## config.mk

```make
export PLATFORM = sky130hd
export DESIGN_NAME = pic_inta_seq_flat
export DESIGN_NICKNAME = d
export VERILOG_FILES = /design/src/rtl/pic_pkg.sv /design/src/rtl/pic_inta_seq_if.sv /design/src/rtl/pic_prio_enc.sv /design/src/rtl/pic_inta_seq.sv /design/src/flat_wrapper.sv
export SDC_FILE = /design/constraint.sdc
export NUM_CORES = 1
export LEC_CHECK = 0
export CAP_MARGIN = 20
export CORE_ASPECT_RATIO = 0.9
export CORE_MARGIN = 5
export CORE_UTILIZATION = 45
export DETAILED_ROUTE_END_ITERATION = 8
export GPL_ROUTABILITY_DRIVEN = 0
export GPL_TIMING_DRIVEN = 0
export PLACE_DENSITY = 0.75
export RECOVER_POWER = 100
export SYNTH_ARGS = -nofsm -noshare
export SYNTH_HDL_FRONTEND = slang
export SYNTH_SLANG_ARGS = --single-unit
```

## constraint.sdc

```tcl
create_clock -name clk -period 3.05 [get_ports clk]
set_clock_uncertainty 0.15 [all_clocks]
set_input_delay 0.7625 -clock clk [delete_from_list [all_inputs] [get_ports clk]]
set_output_delay 0.7625 -clock clk [all_outputs]
set_load 0.05 [all_outputs]
```

## src/rtl/pic_pkg.sv

```systemverilog
// Shared types for the interrupt-acknowledge sequencer: IRQ count, level type and FSM states.
package pic_pkg;

    localparam int NUM_IRQ = 8;

    typedef logic [2:0] level_t;

    typedef enum logic [2:0] {
        IDLE,
        REQ,
        ACK1,
        GAP,
        ACK2
    } state_t;

    function automatic logic [NUM_IRQ-1:0] level_onehot(input level_t lvl);
        level_onehot      = '0;
        level_onehot[lvl] = 1'b1;
    endfunction

endpackage

```

## src/rtl/pic_inta_seq_if.sv

```systemverilog
// Resolver/CPU-side bundle of the acknowledge sequencer; master drives requests and strobes.
interface pic_inta_seq_if;
    import pic_pkg::*;

    logic               req_valid;
    level_t             req_level;
    logic               inta_n;
    logic               eoi;
    logic               eoi_specific;
    level_t             eoi_level;
    logic               aeoi;
    logic [4:0]         vector_base;
    logic               int_out;
    logic [NUM_IRQ-1:0] isr;
    logic [NUM_IRQ-1:0] irr_clear;
    logic [7:0]         data_out;
    logic               data_oe;

    modport master (
        output req_valid, req_level, inta_n, eoi, eoi_specific, eoi_level, aeoi, vector_base,
        input  int_out, isr, irr_clear, data_out, data_oe
    );

    modport slave (
        input  req_valid, req_level, inta_n, eoi, eoi_specific, eoi_level, aeoi, vector_base,
        output int_out, isr, irr_clear, data_out, data_oe
    );

endinterface

```

## src/rtl/pic_prio_enc.sv

```systemverilog
// Lowest-set-bit encoder: index 0 is the highest priority; valid is low when no bit is set.
module pic_prio_enc
    import pic_pkg::*;
(
    input  logic [NUM_IRQ-1:0] bits,
    output level_t             idx,
    output logic               valid
);

    always_comb begin
        // NOTE: every output gets a default before the loop so no latch is inferred.
        idx   = '0;
        valid = 1'b0;
        for (int i = NUM_IRQ - 1; i >= 0; i--) begin
            if (bits[i]) begin
                idx   = level_t'(i);
                valid = 1'b1;
            end
        end
    end

endmodule

```

## src/rtl/pic_inta_seq.sv

```systemverilog
// 8259-style INTA sequencer: raises INT, runs the two-pulse acknowledge, drives the vector
// and maintains the in-service register with EOI/AEOI handling.
module pic_inta_seq
    import pic_pkg::*;
#(
    parameter level_t SPURIOUS_LEVEL = 3'd7
) (
    input  logic            clk,
    input  logic            reset,
    pic_inta_seq_if.slave   bus
);

    state_t             state;
    logic               inta_prev;
    level_t             lvl;
    logic               spurious;
    logic               int_out_q;
    logic [NUM_IRQ-1:0] isr_q;
    logic [NUM_IRQ-1:0] irr_clear_q;
    logic [7:0]         data_out_q;
    logic               data_oe_q;

    level_t             isr_low;
    logic               isr_any;
    logic               inta_fall;
    logic               inta_rise;
    logic               qualify;
    logic [NUM_IRQ-1:0] isr_clr;
    logic [NUM_IRQ-1:0] isr_set;

    pic_prio_enc u_isr_enc (
        .bits  (isr_q),
        .idx   (isr_low),
        .valid (isr_any)
    );

    assign inta_fall = inta_prev & ~bus.inta_n;
    assign inta_rise = ~inta_prev & bus.inta_n;
    assign qualify   = bus.req_valid && (!isr_any || (bus.req_level < isr_low));

    // Clears and set are separate masks so a set on the same edge always wins.
    always_comb begin
        isr_clr = '0;
        isr_set = '0;
        if (bus.eoi) begin
            if (bus.eoi_specific)
                isr_clr = level_onehot(bus.eoi_level);
            else if (isr_any)
                isr_clr = level_onehot(isr_low);
        end
        if (state == ACK2 && inta_rise && bus.aeoi && !spurious)
            isr_clr = isr_clr | level_onehot(lvl);
        if (state == REQ && inta_fall && bus.req_valid)
            isr_set = level_onehot(bus.req_level);
    end

    always_ff @(posedge clk or posedge reset) begin
        if (reset) begin
            state       <= IDLE;
            inta_prev   <= 1'b1;
            lvl         <= '0;
            spurious    <= 1'b0;
            int_out_q   <= 1'b0;
            isr_q       <= '0;
            irr_clear_q <= '0;
            data_out_q  <= '0;
            data_oe_q   <= 1'b0;
        end else begin
            // NOTE: non-blocking assignments keep every register sampling pre-edge values.
            inta_prev   <= bus.inta_n;
            isr_q       <= (isr_q & ~isr_clr) | isr_set;
            irr_clear_q <= isr_set;
            case (state)
                IDLE: begin
                    if (inta_fall) begin
                        state    <= ACK1;
                        lvl      <= SPURIOUS_LEVEL;
                        spurious <= 1'b1;
                    end else if (qualify) begin
                        state     <= REQ;
                        int_out_q <= 1'b1;
                    end
                end
                REQ: begin
                    if (inta_fall) begin
                        state     <= ACK1;
                        int_out_q <= 1'b0;
                        spurious  <= !bus.req_valid;
                        lvl       <= bus.req_valid ? bus.req_level : SPURIOUS_LEVEL;
                    end else if (!qualify) begin
                        state     <= IDLE;
                        int_out_q <= 1'b0;
                    end
                end
                ACK1: begin
                    if (inta_rise)
                        state <= GAP;
                end
                GAP: begin
                    if (inta_fall) begin
                        state      <= ACK2;
                        data_out_q <= {bus.vector_base, lvl};
                        data_oe_q  <= 1'b1;
                    end
                end
                ACK2: begin
                    if (inta_rise) begin
                        state      <= IDLE;
                        data_out_q <= '0;
                        data_oe_q  <= 1'b0;
                    end
                end
                default: state <= IDLE;
            endcase
        end
    end

    assign bus.int_out   = int_out_q;
    assign bus.isr       = isr_q;
    assign bus.irr_clear = irr_clear_q;
    assign bus.data_out  = data_out_q;
    assign bus.data_oe   = data_oe_q;

endmodule

```

## src/flat_wrapper.sv

```systemverilog
// flat-port wrapper written by rule: the top's interface ports become plain ports
module pic_inta_seq_flat import pic_pkg::*;
#(
    parameter level_t SPURIOUS_LEVEL = 3'd7
)
  (clk, reset, bus_req_valid, bus_req_level, bus_inta_n, bus_eoi, bus_eoi_specific, bus_eoi_level, bus_aeoi, bus_vector_base, bus_int_out, bus_isr, bus_irr_clear, bus_data_out, bus_data_oe);
  pic_inta_seq_if bus_i ();
  input  logic clk;
  input  logic reset;
  input wire logic [$bits(bus_i.req_valid)-1:0] bus_req_valid;
  input wire logic [$bits(bus_i.req_level)-1:0] bus_req_level;
  input wire logic [$bits(bus_i.inta_n)-1:0] bus_inta_n;
  input wire logic [$bits(bus_i.eoi)-1:0] bus_eoi;
  input wire logic [$bits(bus_i.eoi_specific)-1:0] bus_eoi_specific;
  input wire logic [$bits(bus_i.eoi_level)-1:0] bus_eoi_level;
  input wire logic [$bits(bus_i.aeoi)-1:0] bus_aeoi;
  input wire logic [$bits(bus_i.vector_base)-1:0] bus_vector_base;
  output wire logic [$bits(bus_i.int_out)-1:0] bus_int_out;
  output wire logic [$bits(bus_i.isr)-1:0] bus_isr;
  output wire logic [$bits(bus_i.irr_clear)-1:0] bus_irr_clear;
  output wire logic [$bits(bus_i.data_out)-1:0] bus_data_out;
  output wire logic [$bits(bus_i.data_oe)-1:0] bus_data_oe;
  assign bus_i.req_valid = bus_req_valid;
  assign bus_i.req_level = bus_req_level;
  assign bus_i.inta_n = bus_inta_n;
  assign bus_i.eoi = bus_eoi;
  assign bus_i.eoi_specific = bus_eoi_specific;
  assign bus_i.eoi_level = bus_eoi_level;
  assign bus_i.aeoi = bus_aeoi;
  assign bus_i.vector_base = bus_vector_base;
  assign bus_int_out = bus_i.int_out;
  assign bus_isr = bus_i.isr;
  assign bus_irr_clear = bus_i.irr_clear;
  assign bus_data_out = bus_i.data_out;
  assign bus_data_oe = bus_i.data_oe;
  pic_inta_seq #(.SPURIOUS_LEVEL(SPURIOUS_LEVEL)) u_core (.clk(clk), .reset(reset), .bus(bus_i));
endmodule
```

* Word-level counts from Yosys, hierarchy flattened *
Cells that the tools add are included.

operators by class
  add/sub/neg operators = 0
  multiply operators = 0
  div/mod/pow operators = 0
  $lt $le $gt $ge = 9
  equality and inequality tests = 13
  shifts and indexed selects = 0
  multiplexer cells = 54
  bitwise gates (word level) = 8
  reductions and logical operators = 21

operators with widths
  operator                                                           number
  2-to-1 mux 8 bit                                                   7
  2-to-1 mux 3 bit                                                   18
  2-to-1 mux 1 bit                                                   19
  < comparator 3 x 4 -> 1 bit, second input constant                 4
  bitwise OR 8 bit                                                   2
  case mux 8 bit (2 select lines)                                    1
  case mux 3 bit (5 select lines)                                    1
  demux 1 bit (select 3 bit)                                         4
  greater-or-equal comparator 3 x 1 -> 1 bit, second input constant  4
  != test 2 x 1 -> 1 bit, second input constant                      6
  logical AND 1 bit                                                  10
  bitwise AND 8 bit                                                  1
  inverter 8 bit                                                     1
  equality test 3 x 2 -> 1 bit, second input constant                2
  case mux 1 bit (2 select lines)                                    3
  case mux 3 bit (2 select lines)                                    1
  AND reduction 3 bit                                                2
  AND reduction 5 bit                                                1
  AND reduction 4 bit                                                1
  nonzero test 2 bit                                                 2
  equality test 3 x 1 -> 1 bit, second input constant                1
  equality test 3 bit, second input constant                         1
  logical NOT 1 bit                                                  3
  logical NOT 3 bit                                                  1
  7 further kinds                                                    9

storage, ports and cells
  flip-flop bits (word level) = 34
  latch bits = 0
  bits in writable memories = 0
  ROM bits = 0
  input port bits = 18
  word-level logic and storage cells = 114
  memories = 0

* Logic depth before layout (Yosys ltp) *
Gate-level depths: netlist of run 1.

  word-level depth = 20
  gate-level depth with buffers = 8

* Modules after synthesis *
From an unflattened synthesis of run 1, not the netlist that was laid out.

unflattened totals
  cells, all modules = 162
  area, all modules = 1704.1 um^2

modules (own cells, without submodules)
  module        times used  cells each  area an instance (um^2)  seq. area each (um^2)
  pic_inta_seq  1           149         1624.1                   852.1
  pic_prio_enc  1           13          80.1                     0.0

* Worst setup path after synthesis of run 1 *
No wires, ideal clock.

  path type = flip-flop to flip-flop
  start point = register u_core.isr_q[5], in the netlist u_core.bus.isr[5]
  end point = register u_core.state[0]
  arrival = 2286 ps
  data required time = 2775 ps
  setup slack = 489 ps
  cell stages (with the launch flop) = 8
  cells stage by stage = dfrtp_1 -> or2_2 -> or3_1 -> nand3_1 -> ha_1 -> a211oi_1 -> a211oi_1 -> a2111oi_0

on the way
  longest elaborated chain between the ends = 11
  elaborated cells on any way between the ends = 19

ends and longest elaborated chain
  item                                                                                      RTL line            source
  from (decl)                                                                               pic_inta_seq.sv:18  logic [NUM_IRQ-1:0] isr_q;
  from (signal assigned)                                                                    pic_inta_seq.sv:71  isr_q <= (isr_q & ~isr_clr) | isr_set;
  2-to-1 mux 3 bit / 2-to-1 mux 1 bit (equally long branches) (6 in a row)                  pic_prio_enc.sv:15  if (bits[i]) begin
  < comparator 3 bit / logical NOT 1 bit (equally long branches)                            pic_inta_seq.sv:39  assign qualify = bus.req_valid && (!isr_any || (bus.req_level < isr_low));
  logical OR 1 bit (*)                                                                      pic_inta_seq.sv:39
  logical AND 1 bit (*)                                                                     pic_inta_seq.sv:39
  != test 3 x 2 -> 1 bit (no source line) / != test 3 x 1 -> 1 bit (equally long branches)  n/a
  AND reduction 5 bit (no source line) (*)                                                  n/a
  to (signal assigned)                                                                      pic_inta_seq.sv:59  state <= IDLE;
  to (signal assigned)                                                                      pic_inta_seq.sv:76  state <= ACK1;
  to (signal assigned)                                                                      pic_inta_seq.sv:80  state <= REQ;
  to (decl)                                                                                 pic_inta_seq.sv:13  state_t state;

Every way passes the cells marked *; elsewhere a longest branch is shown, timed or not.
A chain may end at the register's enable or synchronous reset.

* Worst setup path after layout of run 1 *
  start point = input bus_inta_n
  end point = register u_core.isr_q[1], in the netlist u_core.bus.isr[1]

on the way
  elaborated cells on any way between the ends = 13

RTL lines
  item                            RTL line            source
  from (decl)                     flat_wrapper.sv:12  input wire logic [$bits(bus_i.inta_n)-1:0] bus_inta_n;
  inverter 1 bit                  pic_inta_seq.sv:37  assign inta_fall = inta_prev & ~bus.inta_n;
  bitwise AND 1 bit               pic_inta_seq.sv:37
  logical AND 1 bit (2 in a row)  pic_inta_seq.sv:53  if (state == REQ && inta_fall && bus.req_valid)
  2-to-1 mux 8 bit                pic_inta_seq.sv:53
  net u_core.isr_set[1]           pic_inta_seq.sv:29  logic [NUM_IRQ-1:0] isr_set;
  bitwise OR 8 bit                pic_inta_seq.sv:71

The timed path passes the listed nets, and every way through them passes these cells.

==> flow_summary.yaml, run 1 <==
synthesis:
  synthArstFlopShare: 1.000
  synthDistinctLibCells: 42
  synth_edf_count: 0
  synth_top_family_by_area: "simple AND/OR/NAND/NOR gates"
  synth_top_flop_cell: "dfrtp_1"
  yosys.area.top_type_share: 0.4955
  synth-simple-area-share: 0.2703
  synth_commonest_cells: "33 x dfrtp_1, 28 x nand2_1, 15 x nor2_1, 13 x o21ai_0, 10 x nand3_1"
  synth_area_per_cell_um2: 9.259
  yosysWarnings: 0
  synth_xor_area_frac: 0
  synth_area_leaders: "dfrtp_1 50%, nand2_1 6.3%, o21ai_0 3.9%"
  syn_area_um2: 1667
  synth_area_leader_cell: "dfrtp_1"
  ys_seq_area_frac: 0.5113
  ys_ff_latch: 34
  synth_most_common_cell: "dfrtp_1"
  yosys.area_share.adder: 0.01502
  synth_mux_area_frac: 0
  syn-num-nets: 200
  synth_compound_area_frac: 0.1749
  syn_inst: 180
grt:
  antenna_found_initial: 0
  grt_use_total: 0.1777
  overflow: 0
  grt_pass1_wl_mm: 6.844
  grt_pass1_vias: 1474
  grt_max_degree: 23
floorplan:
  core_region_area_um2: 3652
  dieArea_um2: 5023
  die-height_um: 67.74
  num_rows: 21
  start_util: 0.4563
  num_io_pins: 44
  die_w_um: 74.15
clocking:
  cts_tree: "built"
  cts_buffer_depth: 2
  postCtsHoldBufs: 0
  clockRootBuffer: "clkbuf_8"
  htreeDepth: 2
  cts.clk_slew.worst_paths_ns: 0.07
  insertion_delay_ns: 0.28
  cts_inserted_buffers: 5
  cts.sinks: 34
setup_path:
  worstPathRequired_ns: 3.10
  worstSetupPathType: "input pin to flop"
  crit_slowest_cell: "dlygate4sd3_1"
  worst-r2r-setup-slack_ns: 0.44
  path_cells: "dlygate4sd3_1 -> nor4b_4 -> nand4_1 -> or2_2 -> clkbuf_1 -> nor3_1 -> o21bai_1"
  cp.arrival_ns: 2.91
  cp_slowest_stage_delay_ns: 0.65
  end_kind: "flop"
  r2r_start: "u_core.state[1]"
  reg2regPathDepth: 7
  cp_max_fo: 8
  worstReg2RegEnd: "u_core.bus.isr[3]"
  start_kind: "input pin"
placement:
  port_buffers: 42
  hpwl_mm: 3.062
  placed_cell_area_um2: 2172
layout:
  fill_cells: 330
  n_antenna_cell: 0
  fin_util: 0.6235
  synthToLayoutAreaGrowth_pct: 36.64
  stdcell_area_um2: 2277
  regArea_um2: 852.1
  multi_input_area_um2: 775.7
  fin_nets: 251
  drive_gt1_frac: 0.06494
sta:
  setup_viol: 0
  tns_ns: 0
  hold_viol: 0
  worst_pin_slew_ns: 1.180
  period_share: 0.9391
  fin_crit_ns: 2.864
  rsz0062_at_grt: "false"
  max_slew_margin: 0.2131
  report.final.slew_viol_count: 0
  timing.hold.ws_ns: 0.3228
  max_freq_ghz: 0.3491
routing:
  viasPerCell: 5.462
  drt-met1-wl_mm: 1.965
  num_vias: 1513
  drtIter0Drc: 110
  wl_per_cell_um: 14.70
  dr_wl_met3_um: 190
  postRouteAntennaNets: 0
  drc: 0
  drt_wl_total_mm: 4.071
  wl_met2_mm: 1.881
  highest_layer: "met4"
  drt_pre_antenna_iters: 4
power:
  p_leak_nw: 0.9852
  finalPower_w: 0.001787
  max-vdd-ir-drop_mv: 0.6878
  power_density_nw_per_um2: 784.9
min_path:
  min_to: "u_core.bus.data_out[4]"
  whs_path_depth: 2
  hold_class: "flop to flop"
  holdCritStartpoint: "u_core.bus.data_out[4]"
job:
  max_cap_viol_count: 0
outcome:
  status: "completed"
==> placed cells by master (no fill, tap or decap), types with 3 or more instances in the layout <==
cell,Yosys,routed
nor2_1,15,15
nand2b_1,5,5
a21oi_1,4,4
nor2b_1,4,4
nor3_1,8,8
o21a_1,5,5
nand3_1,10,10
o22ai_1,3,3
dfrtp_1,33,33
clkbuf_1,5,6
clkbuf_8,0,6
inv_1,5,5
nand2_1,28,28
o311ai_0,3,3
clkdlybuf4s50_1,0,40
o21ai_0,13,13
==> per-layer routing <==
metal  vias to the layer above  track usage
met2                        33       0.2677
li1                        742            -
met5                         -            0
met4                         0      0.05430
met3                         2      0.03720
met1                       736       0.2558
==> area by class of cell <==
class / instances / share of cell area
sequential: 34 / 0.3742
multi-input combinational: 134 / 0.3407
timing repair buffer: 44 / 0.1896
clock buffer: 6 / 0.03626
tap: 46 / 0.02527
clock inverter: 1 / 0.01319
buffer: 7 / 0.01264
inverter: 5 / 0.008242
==> critical path, delay by kind of cell <==
kind,cells,cell delay (ns)
buffers and inverters,2,0.82
AO/OA/AOI/OAI,1,0.16
AND/OR/NAND/NOR,4,1.16
==> state kept, by name, indices dropped and copies added (netlist names) <==
register              cells
u_core.bus.data_out       8
u_core.bus.irr_clear      8
u_core.bus.isr            8
u_core.lvl                3
u_core.state              3
u_core.bus.data_oe        1
u_core.bus.int_out        1
u_core.inta_prev          1
u_core.spurious           1
==> through the flow <==
step	std cells	worst slack [ns]
floorplan	180	0.4889
global placement	268	-0.2579
detailed placement	269	-0.3147
CTS	276	0.08205
global route	277	0.07469
finish	277	0.1858
==> power breakdown <==
| part | leakage, nW | internal [W] | total (W) | switching, W |
|---|---|---|---|---|
| registers | 0.428 | 0.000562 | 0.000653 | 0.0000914 |
| logic | 0.500 | 0.000261 | 0.000722 | 0.000461 |
| clock network | 0.0573 | 0.000261 | 0.000412 | 0.000151 |
==> cell families (layout without fill, tap and decap cells) <==
kind of cell / after synthesis / in the layout
simple gates: 88 / 88
flops: 34 / 34
fa+ha+maj: 2 / 2
buf+inv: 12 / 63
compound gates: 44 / 44
==> worst max path at each step <==
stage	slack (ns)	depth (start not counted)	endpoint	from
floorplan	0.49	7	u_core.state[0]	u_core.bus.isr[5]
global route	0.07	7	u_core.bus.isr[1]	bus_inta_n
CTS	0.08	7	u_core.bus.isr[1]	bus_inta_n
global placement	-0.26	7	u_core.bus.isr[1]	bus_inta_n
finish	0.19	7	u_core.bus.isr[1]	bus_inta_n
detailed placement	-0.31	7	u_core.bus.isr[1]	bus_inta_n
==> what timing repair did <==
item / CTS / global route
buffers inserted: 0 / 1
pin swaps: 0 / 1
gates resized for setup: 1 / 0
gates cloned: 0 / 0
setup endpoints to repair: 1 / 1
No activity file was read; power rests on OpenSTA's default activity.
==> run 2, diff against run 1 <==
--- a/config.mk
+++ b/config.mk
@@ -5,9 +5,7 @@
 export SDC_FILE = /design/constraint.sdc
 export NUM_CORES = 1
 export LEC_CHECK = 0
-export CAP_MARGIN = 20
 export CORE_ASPECT_RATIO = 0.9
-export CORE_MARGIN = 5
 export CORE_UTILIZATION = 45
 export DETAILED_ROUTE_END_ITERATION = 8
 export GPL_ROUTABILITY_DRIVEN = 0
==> constraint.sdc (replaced) <==
create_clock -name clk -period 3.2 [get_ports clk]
set_clock_uncertainty 0.15 [all_clocks]
set_input_delay 0.8 -clock clk [delete_from_list [all_inputs] [get_ports clk]]
set_output_delay 0.8 -clock clk [all_outputs]
set_load 0.05 [all_outputs]
==> run 2 against run 1 <==
Worst hold slack lost 0.0085 ns. Routed wire length shrank 3.1%. Via count shrank 0.20%. Sequential cell count is the same. Non-clock buffer count shrank 1. Power shrank 1.2%. Sequential power shrank 5.8%. Design area grew 0.88%. Worst setup slack gained 0.069 ns. Critical path depth is the same. First-iteration DRC count shrank 34%. Sequential share of layout area shrank 0.33 points. Critical path type unchanged. Critical endpoint unchanged. Largest power group unchanged.
==> flow_summary.yaml, run 2 (synthesized netlist as in run 1, its figures left out) <==
outcome:
  status: "completed"
grt:
  overflow: 0
  grt_pass1_vias: 1384
  grt_pass1_wl_mm: 6.458
  grt_use_total: 0.2265
  grt_max_degree: 35
  antenna_found_initial: 0
clocking:
  clockRootBuffer: "clkbuf_8"
  cts_tree: "built"
  cts.sinks: 34
  htreeDepth: 2
  cts.clk_slew.worst_paths_ns: 0.07
  cts_inserted_buffers: 5
  cts_buffer_depth: 2
  insertion_delay_ns: 0.29
  postCtsSetupRepairBufs: 0
layout:
  stdcell_area_um2: 2297
  layout_commonest_cell: "dfrtp_1"
  multi_input_area_um2: 775.7
  fin_nets: 250
  final_cell_mix: "33 x dfrtp_1, 28 x nand2_1, 27 x dlygate4sd3_1, 15 x nor2_1, 15 x clkdlybuf4s50_1"
  synthToLayoutAreaGrowth_pct: 37.84
  n_antenna_cell: 0
  fill_cells: 287
  fin_util: 0.6652
  regArea_um2: 852.1
  drive_gt1_frac: 0.06494
setup_path:
  worstPathRequired_ns: 3.27
  start_kind: "input pin"
  path_cells: "clkdlybuf4s50_1 -> nor4b_4 -> nand4_1 -> or2_2 -> clkbuf_1 -> nor3_1 -> o21bai_1"
  cp_slowest_stage_delay_ns: 0.56
  cp.arrival_ns: 3.01
  cp_max_fo: 8
  worstReg2RegEnd: "u_core.bus.isr[2]"
  crit_slowest_cell: "clkdlybuf4s50_1"
  worst-r2r-setup-slack_ns: 0.57
  worst-path-buf-inv: 2
  r2r_start: "u_core.state[2]"
  end_kind: "flop"
  worstSetupPathType: "input pin to flop"
  reg2regPathDepth: 7
  cp_top_family: "simple AND/OR/NAND/NOR gates"
job:
  max_cap_viol_count: 0
power:
  p_leak_nw: 1.053
  power_frac_seq: 0.349
  p_int_w: 0.001090
  p_sw_frac: 0.3829
  p_sw_w: 0.0006762
  p_clk_frac: 0.272
  power_density_nw_per_um2: 768.8
  combPwrFrac: 0.379
  max-vdd-ir-drop_mv: 0.7589
floorplan:
  start_util: 0.4826
  num_rows: 20
  dieArea_um2: 3951
  die_w_um: 66.15
  die-height_um: 59.74
  num_io_pins: 44
  core_region_area_um2: 3453
sta:
  worst_pin_slew_ns: 0.9813
  tns_ns: 0
  max_freq_ghz: 0.3395
  hold_viol: 0
  setup_viol: 0
  max_slew_margin: 0.3458
  fin_crit_ns: 2.945
  fin_ws_ns: 0.2547
  period_share: 0.9204
  rsz0062_at_grt: "false"
  timing.hold.ws_ns: 0.3143
  report.final.slew_viol_count: 0
min_path:
  whs_path_depth: 2
  hold_class: "flop to flop"
  holdCritStartpoint: "u_core.bus.data_out[0]"
  min_to: "u_core.bus.data_out[0]"
routing:
  postRouteAntennaNets: 0
  viasPerCell: 5.491
  drtIter0Drc: 73
  wl_per_cell_um: 14.35
  num_vias: 1510
  drt_pre_antenna_iters: 4
  drc: 0
  drt_wl_total_mm: 3.945
placement:
  port_buffers: 42
  placed_cell_area_um2: 2142
  post-place-ws_ns: -0.09186
  hpwl_mm: 2.864
run 2: metal layers:
layer,share of wire,routed length (µm),vias to the layer above,GRT usage
li1,-,-,747,-
met1,0.46,1802,706,0.3088
met2,0.47,1861,49,0.3469
met3,0.052,207,8,0.05153
met4,0.019,73,0,0.1033
met5,0,0,-,0
run 2: worst max-delay path by stage:
stage,startpoint,to,slack (ns),cells after the start
finish,bus_inta_n,u_core.bus.isr[1],0.25,7
global route,bus_inta_n,u_core.bus.isr[1],0.09,7
global placement,bus_inta_n,u_core.bus.isr[1],-0.004,7
CTS,bus_inta_n,u_core.bus.isr[1],0.14,7
floorplan,u_core.bus.isr[5],u_core.state[0],0.64,7
detailed placement,bus_inta_n,u_core.bus.isr[1],-0.09,7
run 2: worst reg2reg max path, stage by stage, from the launching register on:
cell and delay, ns:
dfrtp_1 0.33, buf_2 0.20, or3b_1 0.38, clkbuf_1 0.24, nor3b_1 0.43, nand4b_1 0.28
o311ai_0 0.35, o21ai_0 0.14
run 2: repair_timing:
| item | CTS | global route |
|---|---|---|
| setup endpoints to repair | 0 | 1 |
| resized for setup | 0 | 1 |
| hold buffers | 0 | 0 |
run 2: through the flow:
step	cells	power, W
6_report	275	0.001766
5_1_grt	275	0.001869
4_1_cts	274	0.001800
3_5_place_dp	266	0.001309
3_3_place_gp	266	0.001291
2_1_floorplan	180	0.001080
run 2: area by class of cell:
type	instances	area share
Timing Repair Buffer	43	0.1846
Sequential cell	34	0.3709
Clock buffer	6	0.03595
Clock inverter	2	0.02614
Tap cell	44	0.02397
Inverter	5	0.008170
Buffer	7	0.01253
Multi-Input combinational cell	134	0.3377
run 2: power groups by stage:
stage                     logic [W]  clock network, W  registers [W]
after floorplan            0.000235                 0       0.000845
after global placement     0.000671                 0       0.000620
after detailed placement   0.000684                 0       0.000625
after CTS                  0.000690          0.000492       0.000618
after global routing       0.000729          0.000510       0.000631
final                      0.000670          0.000480       0.000615
